--- src/rtl/pulse_stretcher.sv ---
// pulse_stretcher
//   Turns single-cycle event pulses into fixed-width high windows on
//   level_out, with a guaranteed low gap between consecutive windows.
//   Pulses that arrive while a window or gap is running are queued in a
//   saturating pending counter; a pulse lost to saturation sets overflow.
//
// Ports
//   clk        system clock, rising edge
//   rst_n      asynchronous active-low reset
//   pulse_in   event input, each high sample is one pulse
//   clear      synchronous flush (state, pending and overflow)
//   level_out  registered stretched output
//   busy       high whenever the FSM is not idle
//   pending    queued pulses not yet emitted
//   overflow   sticky: a pulse was dropped because pending was full
module pulse_stretcher #(
  parameter int HIGH_CYCLES = 4,
  parameter int GAP_CYCLES  = 2,
  parameter int PEND_W      = 3
) (
  input  logic              clk,
  input  logic              rst_n,
  input  logic              pulse_in,
  input  logic              clear,
  output logic              level_out,
  output logic              busy,
  output logic [PEND_W-1:0] pending,
  output logic              overflow
);

  localparam int MAXC = (HIGH_CYCLES > GAP_CYCLES) ? HIGH_CYCLES : GAP_CYCLES;
  localparam int CW   = (MAXC > 1) ? $clog2(MAXC) : 1;

  localparam logic [CW-1:0]     HIGH_LOAD = CW'(HIGH_CYCLES - 1);
  localparam logic [CW-1:0]     GAP_LOAD  = CW'(GAP_CYCLES - 1);
  localparam logic [PEND_W-1:0] PEND_MAX  = '1;

  typedef enum logic [1:0] {IDLE, HIGH, GAP} state_t;

  state_t        state;
  logic [CW-1:0] cnt;

  logic last_gap;
  logic pend_inc;
  logic pend_dec;

  // The final GAP edge either consumes a queued pulse or, with nothing
  // queued, accepts pulse_in directly without it touching pending.
  always_comb begin
    last_gap = (state == GAP) && (cnt == '0);
    pend_dec = last_gap && (pending != '0);
    pend_inc = pulse_in && (state != IDLE) && !(last_gap && (pending == '0));
  end

  assign busy = (state != IDLE);

  always_ff @(posedge clk or negedge rst_n) begin
    if (!rst_n) begin
      state     <= IDLE;
      cnt       <= '0;
      level_out <= 1'b0;
      pending   <= '0;
      overflow  <= 1'b0;
    end else if (clear) begin
      state     <= IDLE;
      cnt       <= '0;
      level_out <= 1'b0;
      pending   <= '0;
      overflow  <= 1'b0;
    end else begin
      // Simultaneous increment and decrement cancel, even when saturated.
      if (pend_inc && !pend_dec) begin
        if (pending == PEND_MAX)
          overflow <= 1'b1;
        else
          pending <= pending + 1'b1;
      end else if (pend_dec && !pend_inc) begin
        pending <= pending - 1'b1;
      end

      case (state)
        IDLE: begin
          if (pulse_in) begin
            state     <= HIGH;
            level_out <= 1'b1;
            cnt       <= HIGH_LOAD;
          end
        end
        HIGH: begin
          if (cnt == '0) begin
            state     <= GAP;
            level_out <= 1'b0;
            cnt       <= GAP_LOAD;
          end else begin
            cnt <= cnt - 1'b1;
          end
        end
        GAP: begin
          if (cnt == '0) begin
            if ((pending != '0) || pulse_in) begin
              state     <= HIGH;
              level_out <= 1'b1;
              cnt       <= HIGH_LOAD;
            end else begin
              state <= IDLE;
            end
          end else begin
            cnt <= cnt - 1'b1;
          end
        end
        default: begin
          state     <= IDLE;
          level_out <= 1'b0;
          cnt       <= '0;
        end
      endcase
    end
  end

endmodule

--- config.mk ---
export PLATFORM = sky130hd
export DESIGN_NAME = pulse_stretcher
export DESIGN_NICKNAME = d
export VERILOG_FILES = /design/src/rtl/pulse_stretcher.sv
export SDC_FILE = /design/constraint.sdc
export NUM_CORES = 1
export LEC_CHECK = 0
export BUFFER_PORTS_ARGS = -buffer_cell sky130_fd_sc_hd__buf_4
export CAP_MARGIN = 10
export CELL_PAD_IN_SITES_DETAIL_PLACEMENT = 1
export CELL_PAD_IN_SITES_GLOBAL_PLACEMENT = 1
export CORE_MARGIN = 2
export CORE_UTILIZATION = 37
export DETAILED_ROUTE_END_ITERATION = 8
export PLACE_DENSITY_LB_ADDON = 0.1
export SYNTH_ARGS = -nofsm -noshare
export SYNTH_HDL_FRONTEND = slang
export SYNTH_SLANG_ARGS = --single-unit
export TNS_END_PERCENT = 1
--- constraint.sdc ---
create_clock -name clk -period 1.9 [get_ports clk]
set_clock_uncertainty 0.05 [all_clocks]
set_input_delay 0.475 -clock clk [delete_from_list [all_inputs] [get_ports clk]]
set_output_delay 0.475 -clock clk [all_outputs]
set_load 0.01 [all_outputs]
# Word level (Yosys, flattened, before mapping)
# Index checks and enable logic that the tools add are counted.
dict set report totals {
  ff_bits 9
  out_inout_bits 6
}
dict set report classes {
  addsub 3
  n_eq_ne 9
  muxes 25
  reduce_logical 24
}
# op count
set ops {}
lappend ops {{2-bit 2-to-1 mux} 9}
lappend ops {{3-bit 2-to-1 mux} 4}
lappend ops {{2-bit case mux with 3 select lines} 2}
lappend ops {{1-bit 2-to-1 mux} 9}
lappend ops {{3-bit inequality test (second input constant)} 3}
lappend ops {{1-bit logical AND} 7}
lappend ops {{3-bit by 2-bit inequality test with 1-bit output (second input constant)} 2}
lappend ops {{2-bit AND reduction} 3}
lappend ops {{2-bit nonzero test} 3}
lappend ops {{3-bit nonzero test} 2}
lappend ops {{2-bit zero test} 2}
lappend ops {{4-bit by 3-bit inequality test with 1-bit output (second input constant)} 1}
lappend ops {{4-bit AND reduction} 1}
lappend ops {{3-bit by 1-bit adder with 3-bit output (second input constant)} 1}
lappend ops {{3-bit equality test (second input constant)} 1}
lappend ops {{1-bit zero test} 3}
lappend ops {{3-bit zero test} 1}
lappend ops {{1-bit case mux with 3 select lines} 1}
lappend ops {{3-bit AND reduction} 1}
lappend ops {{3-bit by 1-bit subtractor with 3-bit output (second input constant)} 1}
lappend ops {{2-bit by 1-bit equality test with 1-bit output (second input constant)} 1}
lappend ops {{2-bit equality test (second input constant)} 1}
lappend ops {{2-bit by 1-bit subtractor with 2-bit output (second input constant)} 1}
lappend ops {{1-bit logical OR} 1}

# Logic depth before layout (Yosys ltp)
# Gate-level depths: netlist of the first run.
dict set report depth {
  depth_word 10
  depth_mapped 10
  depth_no_buf 9
}

# Worst setup path before layout of the first run
# Ideal clock, no wire load.
dict set report synth_timing {
  kind {flip-flop to flip-flop}
  start {reg cnt[0]}
  end {reg pending[2]}
  t_arrival_ns 1.866
  path_slack_ns -0.146
  path_stages_with_launch 10
  cell_sequence {dfrtp_1 > inv_1 > ha_1 > nor2b_1 > o21a_1 > buf_2 > fa_1 > nor3b_1 > mux2i_1 > nand3_1}
}
dict set report synth_between {
  elab_chain_len 9
  word_cells_on_any_way 15
  cone_classes {eq/ne (1); mux (2); reduce/logical (12)}
}
# element line
set synth_rtl {}
lappend synth_rtl {{start, declared} 41} ;# logic [CW-1:0] cnt;
lappend synth_rtl {{start signal, assigned} 95} ;# cnt <= cnt - 1'b1;
lappend synth_rtl {{start signal, assigned} 108} ;# cnt <= cnt - 1'b1;
lappend synth_rtl {{2-bit zero test (*)} 50} ;# last_gap = (state == GAP) && (cnt == '0);
lappend synth_rtl {{1-bit logical AND (*)} 50}
lappend synth_rtl {{1-bit logical AND} 52} ;# pend_inc = pulse_in && (state != IDLE) && !(last_gap && (pending == '0));
lappend synth_rtl {{1-bit zero test} 52}
lappend synth_rtl {{1-bit logical AND} 52}
lappend synth_rtl {{1-bit zero test} 77} ;# end else if (pend_dec && !pend_inc) begin
lappend synth_rtl {{1-bit logical AND} 77}
lappend synth_rtl {{3-bit nonzero test (no line)} --}
lappend synth_rtl {{2-bit AND reduction (no line)} --}
lappend synth_rtl {{end signal, assigned} 76} ;# pending <= pending + 1'b1;
lappend synth_rtl {{end signal, assigned} 78} ;# pending <= pending - 1'b1;
lappend synth_rtl {{end, declared} 27} ;# output logic [PEND_W-1:0] pending,
# Mark *: on every way between the ends. The rest lies on a longest branch, timed or not.
# A chain may end at the register's enable or synchronous reset.

# Worst setup path in the final report of the first run
# Same ends and word-level chain as after synthesis.

==> results of run 1 <==
synthesized netlist by cell type, drive strengths merged:
| cell | n | area, um2 |
|---|---|---|
| nand3b | 1 | 7.510 |
| nor2b | 3 | 18.77 |
| o22ai | 1 | 6.260 |
| o21a | 4 | 30.03 |
| o21ai | 1 | 5.000 |
| o221a | 1 | 11.26 |
| nor2 | 3 | 11.26 |
| mux2i | 3 | 30.03 |
| buf | 3 | 21.27 |
| dfrtp | 9 | 225.2 |
| clkbuf | 1 | 3.750 |
| ha | 2 | 25.02 |
| or2 | 1 | 6.260 |
| nor3 | 4 | 31.28 |
| a21o | 1 | 7.510 |
| a21oi | 2 | 10.01 |
| or3b | 1 | 8.760 |
| nand2 | 4 | 17.52 |
| nand3 | 1 | 5.000 |
| a211oi | 1 | 7.510 |
| nand2b | 1 | 6.260 |
| inv | 7 | 26.28 |
| o31ai | 2 | 15.01 |
| fa | 1 | 20.02 |
| nor3b | 2 | 15.01 |
| nor4 | 1 | 12.51 |
| nand4 | 1 | 6.260 |
| o32a | 1 | 10.01 |
| a2111oi | 2 | 36.29 |
repair_timing:
action	in CTS	in global routing
gates resized for setup	0	2
hold buffers	1	0
endpoints found under the hold margin	9	0
setup endpoints to repair	0	2
kinds of logic after synthesis:
group,synth area share
AND/OR/NAND/NOR,0.2299
AO/OA/AOI/OAI,0.2181
buffers and inverters,0.08055
flip-flops,0.3536
multiplexers,0.04715
adder cells (fa/ha/maj),0.07072
flip-flops by register name, indices dropped and copies added, names as in the netlist:
name and cells:
level_out 1, cnt 2, overflow 1, pending 3, state 2
per-layer routing:
layer  vias up  share of wire  global-route usage  routed length (um)
met5         -              0                   0                   0
met3         5          0.042             0.07143                  63
met4         0          0.019             0.07059                  28
met2        10           0.45              0.2648                 675
met1       261           0.49              0.2488                 733
li1        263              -                   -                   -
power groups by stage:
stage	logic [W]	registers, W	clock network (W)
6_report	0.000216	0.000235	0.000150
5_1_grt	0.000246	0.000237	0.000169
4_1_cts	0.000217	0.000234	0.000158
3_5_place_dp	0.000214	0.000238	0
3_3_place_gp	0.000210	0.000236	0
2_1_floorplan	0.000143	0.000238	0
through the flow:
stage | setup TNS [ns] | std cells | utilization
after floorplan | 0 | 65 | -
after global placement | 0 | 91 | 0.4823
after detailed placement | 0 | 91 | 0.4823
after CTS | 0 | 96 | 0.5056
after global routing | -0.04410 | 96 | 0.5072
final | 0 | 96 | 0.5072
worst paths after layout:
kind,start,end,slack (ns),cells after the start
min in group asynchronous,rst_n,pending[1],0.52,2
hold reg to reg,overflow,overflow,0.47,2
setup / recovery,cnt[0],pending[2],0.10,8
hold / removal,clear,level_out,0.45,2
setup reg to reg,cnt[0],pending[2],0.10,8
max in group asynchronous,rst_n,pending[0],1.14,2
cell type report:
cell class                 count  area [um2]  share of cell area
multi-input combinational     45       377.9              0.4778
sequential                     9       225.2              0.2848
timing repair buffer          15       115.1              0.1456
clock buffer                   4       26.28             0.03323
inverter                       7       26.28             0.03323
tap                           16       20.02             0.02532
placed cells by master (no fill, tap or decap):
master / n
buf_4: 14
dfrtp_1: 9
inv_1: 5
o21a_1: 4
mux2i_1: 3
nand2_1: 3
nor2_1: 3
nor3_1: 3
clkbuf_4: 3
inv_2: 2
nor2b_1: 2
a21oi_1: 2
o31ai_1: 2
nor3b_1: 2
or2_1: 1
nor2b_2: 1
nand4_1: 1
o21ai_1: 1
nand3b_1: 1
or3b_1: 1
o22ai_1: 1
nand2b_1: 1
nor3_4: 1
nand2_2: 1
a2111oi_4: 1
a2111oi_0: 1
a21o_1: 1
a211oi_1: 1
nor4_2: 1
o221a_1: 1
o32a_1: 1
nand3_1: 1
fa_2: 1
ha_4: 1
ha_1: 1
clkbuf_1: 1
dlygate4sd3_1: 1
critical path, delay by kind of cell (launching register included):
family,cells,cell delay [ns]
and+or+nand+nor,3,0.29
DFF,1,0.39
muxes,1,0.15
adders and majority gates,2,0.51
AOI/OAI and AO/OA,1,0.19
buffers and inverters,1,0.09
==> impl_metrics.json, run 1 <==
{
  "via_per_inst": 5.615,
  "grt_max_degree": 15,
  "cts_setup_buffers": 0,
  "worstSkewPairLatency_ns": 0.26,
  "leakagePower_nw": 0.3385,
  "power_density_nw_per_um2": 759.7,
  "num_rows": 14,
  "clockBufferDepth": 2,
  "slew_headroom": 0.7727,
  "routedWlPerCell_um": 15.63,
  "rsz0062_at_grt": "yes",
  "worstHoldPathType": "input port to flop",
  "period_share": 0.9463,
  "yosysSeqAreaShare": 0.3536,
  "place_ws_ns": 0.05238,
  "hold_ws_ns": 0.4466,
  "crit_fanout": 4,
  "fin_nets": 88,
  "ys_ff_latch": 9,
  "yosysWarnings": 0,
  "cts_root_buffer": "clkbuf_4",
  "finalSetupViolCount": 0,
  "grt_pass1_vias": 548,
  "io_buffers": 9,
  "slowest_delay_ns": 0.39,
  "antenna_found_initial": 0,
  "antenna_cells": 0,
  "switching_power_w": 0.0002052,
  "die_w_um": 45.49,
  "core-area_um2": 1559,
  "start_util": 0.4085,
  "cap_violations": 0,
  "worstPathCellList": "inv_2 -> ha_4 -> nor2b_2 -> o21a_1 -> fa_2 -> nor3b_1 -> mux2i_1 -> nand3_1",
  "dieArea_um2": 2069,
  "h-tree-depth": 1,
  "design.portCount": 10,
  "synth_nets": 72,
  "fmax_ghz": 0.5562,
  "critPathKind": "flop to flop",
  "switching_share": 0.3416,
  "combPwrFrac": 0.360,
  "dr_total_vias": 539,
  "track_usage": 0.1847,
  "synth_cells": 65,
  "clkPwrFrac": 0.250,
  "drt_iter0_drc": 2,
  "grt_pass1_wl_um": 2628,
  "die_y_um": 45.49,
  "cp-start-kind": "flop",
  "cp-end-kind": "flop",
  "wl_um": 1500,
  "max-vdd-ir-drop_mv": 0.5125,
  "synth.avg_cell_area_um2": 9.798,
  "placed_area_um2": 752.0,
  "sequentialPowerShare": 0.390,
  "worst_ep_arrival_time_ns": 1.89,
  "syn_area_um2": 636.9,
  "cts_tree": "yes",
  "gp_congestion": 0.7750,
  "total_power_w": 0.0006008,
  "cts_buffers": 3,
  "ys_types": 33,
  "route.detailed.drc": 0,
  "final_area_um2": 790.8,
  "hpwlAfterDp_um": 1092,
  "p_int_w": 0.0003955,
  "tightest_slew_ns": 0.3324,
  "min_period_ns": 1.798,
  "cp_slowest_cell": "dfrtp_1",
  "hold_viol": 0,
  "outcome": "finished, final reports clean",
  "clk_pin_slew_worst_paths_ns": 0.06,
  "crit_required_ns": 1.99,
  "syn2layout_area_growth_pct": 24.16,
  "clock_sinks": 9,
  "slew_violations": 0,
  "fillers": 191,
  "drtAntennaViolNets": 0,
  "drive_gt1_frac": 0.3250,
  "overflow": 0,
  "postLayoutSetupSlackWorst_ns": 0.1020,
  "firstDrtPassIters": 2
}
No activity file was read; power rests on OpenSTA's default activity.
==> inputs of run 2 (changes only) <==
--- a/config.mk
+++ b/config.mk
@@ -7,12 +7,12 @@
 export LEC_CHECK = 0
 export BUFFER_PORTS_ARGS = -buffer_cell sky130_fd_sc_hd__buf_4
 export CAP_MARGIN = 10
-export CELL_PAD_IN_SITES_DETAIL_PLACEMENT = 1
+export CELL_PAD_IN_SITES_DETAIL_PLACEMENT = 0
 export CELL_PAD_IN_SITES_GLOBAL_PLACEMENT = 1
-export CORE_MARGIN = 2
 export CORE_UTILIZATION = 37
 export DETAILED_ROUTE_END_ITERATION = 8
 export PLACE_DENSITY_LB_ADDON = 0.1
+export SLEW_MARGIN = 10
 export SYNTH_ARGS = -nofsm -noshare
 export SYNTH_HDL_FRONTEND = slang
 export SYNTH_SLANG_ARGS = --single-unit
==> run 2 against run 1 <==
Effect of this change: die area fell by 8.6%; design area is 0.63% higher; clock power rose by 5%; first-iteration DRC count rose by 50%; routed wire length down 12%; non-clock buffer count is the same; total power is 0.64% higher; final cell count did not move; maximum frequency grew 0.27%.
==> impl_metrics.json, run 2 (synthesis results as in run 1) <==
{
  "overflow": 0,
  "tightest_slew_ns": 0.3314,
  "regArea_um2": 225.2,
  "antenna_cells": 0,
  "fillers": 160,
  "worstHoldPathType": "input port to flop",
  "syn2layout_area_growth_pct": 24.95,
  "die_w_um": 43.49,
  "cap_violations": 0,
  "clockBufferDepth": 2,
  "drtAntennaViolNets": 0,
  "grt_pass1_wl_um": 2297,
  "core-area_um2": 1559,
  "clk_pin_slew_worst_paths_ns": 0.07,
  "cts_tree": "yes",
  "design.portCount": 10,
  "dieArea_um2": 1891,
  "crit_fanout": 4,
  "slew_violations": 0,
  "min_period_ns": 1.793,
  "drt_iter0_drc": 3,
  "worst_ep_arrival_time_ns": 1.88,
  "rrSetupSlack_ns": 0.11,
  "clock_sinks": 9,
  "hold_viol": 0,
  "critical_path.top_delay_family": "adder cells",
  "h-tree-depth": 1,
  "power_density_nw_per_um2": 759.8,
  "worstPathCellList": "inv_2 -> ha_4 -> nor2b_4 -> o21a_1 -> fa_2 -> nor3b_1 -> mux2i_1 -> nand3_1",
  "cts_root_buffer": "clkbuf_4",
  "final_area_um2": 795.8,
  "slew_headroom": 0.7734,
  "route.detailed.drc": 0,
  "largest_register_ffs": 3,
  "wl_um": 1321,
  "layout_common_cells": "14 x buf_4, 9 x dfrtp_1, 6 x inv_1",
  "placed_area_um2": 752.0,
  "die_y_um": 43.49,
  "grt_pass1_vias": 480,
  "fin_nets": 88,
  "gp_congestion": 0.7728,
  "largestRegisters": "pending (3), cnt (2), state (2)",
  "tns_ns": 0,
  "stdcell_count": 96,
  "drive_gt1_frac": 0.3125,
  "hold_ws_ns": 0.4329,
  "outcome": "finished, final reports clean",
  "cp-start-kind": "flop",
  "num_rows": 14,
  "routedWlPerCell_um": 13.76,
  "via_per_inst": 5.510,
  "track_usage": 0.1732,
  "dp.cells": 91,
  "start_util": 0.4085,
  "fmax_ghz": 0.5577,
  "cts_setup_buffers": 0,
  "antenna_found_initial": 0,
  "crit_required_ns": 1.99,
  "multi_input_area_um2": 382.9,
  "critPathKind": "flop to flop",
  "period_share": 0.9437,
  "top_register": "pending",
  "timing.critical_path.buf_inv": 1,
  "hpwlAfterDp_um": 941.7,
  "cts_buffers": 3,
  "finalSetupViolCount": 0,
  "mostFrequentLayoutCell": "buf_4",
  "cp-end-kind": "flop",
  "leakagePower_nw": 0.3399,
  "worstSkewPairLatency_ns": 0.27,
  "slowest_delay_ns": 0.40,
  "cp_slowest_cell": "dfrtp_1",
  "total_power_w": 0.0006046,
  "dr_total_vias": 529,
  "io_buffers": 9,
  "rsz0062_at_grt": "yes",
  "grt_max_degree": 15,
  "max-vdd-ir-drop_mv": 0.3674,
  "firstDrtPassIters": 3
}
run 2: changes by cell type in the layout (fill, tap and decap cells not counted):
cell	previous run	this run
inv_1	5	6
inv_2	2	1
nor2b_2	1	0
nor2b_4	0	1
run 2: report_power, final:
group	switching [W]	internal (W)	leakage (nW)
registers	0.0000214	0.000212	0.118
logic	0.000110	0.000104	0.207
clock network	0.0000754	0.0000812	0.0150
run 2: path summary, 6_finish.rpt:
kind	start	end	cells past startpoint
hold reg to reg	overflow	overflow	2
setup reg to reg	cnt[0]	pending[2]	8
max in group asynchronous	rst_n	cnt[1]	2
min in group asynchronous	rst_n	pending[1]	2
setup / recovery	cnt[0]	pending[2]	8
hold / removal	clear	state[1]	2
run 2: timing repair:
action | 4_1_cts | 5_1_grt
hold buffers | 1 | 0
hold endpoints to repair | 9 | 0
resized for setup | 0 | 2
endpoints found under the setup margin | 0 | 2
run 2: cell type report:
cell class              instances  area share
clock buffers                   4     0.03302
inverters                       7     0.03302
repair buffers                 15      0.1447
well taps                      16     0.02516
flip-flops and latches          9      0.2830
multi-input cells              45      0.4811
run 2: metrics by stage:
stage                     setup slack (ns)  utilization
after floorplan                    0.04100            -
after global placement              0.1146       0.4823
after detailed placement           0.05541       0.4823
after CTS                          0.03771       0.5056
after global routing             -0.002021       0.5104
final                               0.1069       0.5104
run 2: routing by layer:
metal / up-vias / GRT usage / part of all wire
met4: 0 / 0.07500 / 0.017
li1: 265 / - / -
met3: 4 / 0.06250 / 0.039
met1: 250 / 0.2370 / 0.52
met2: 10 / 0.2455 / 0.43
met5: - / 0 / 0
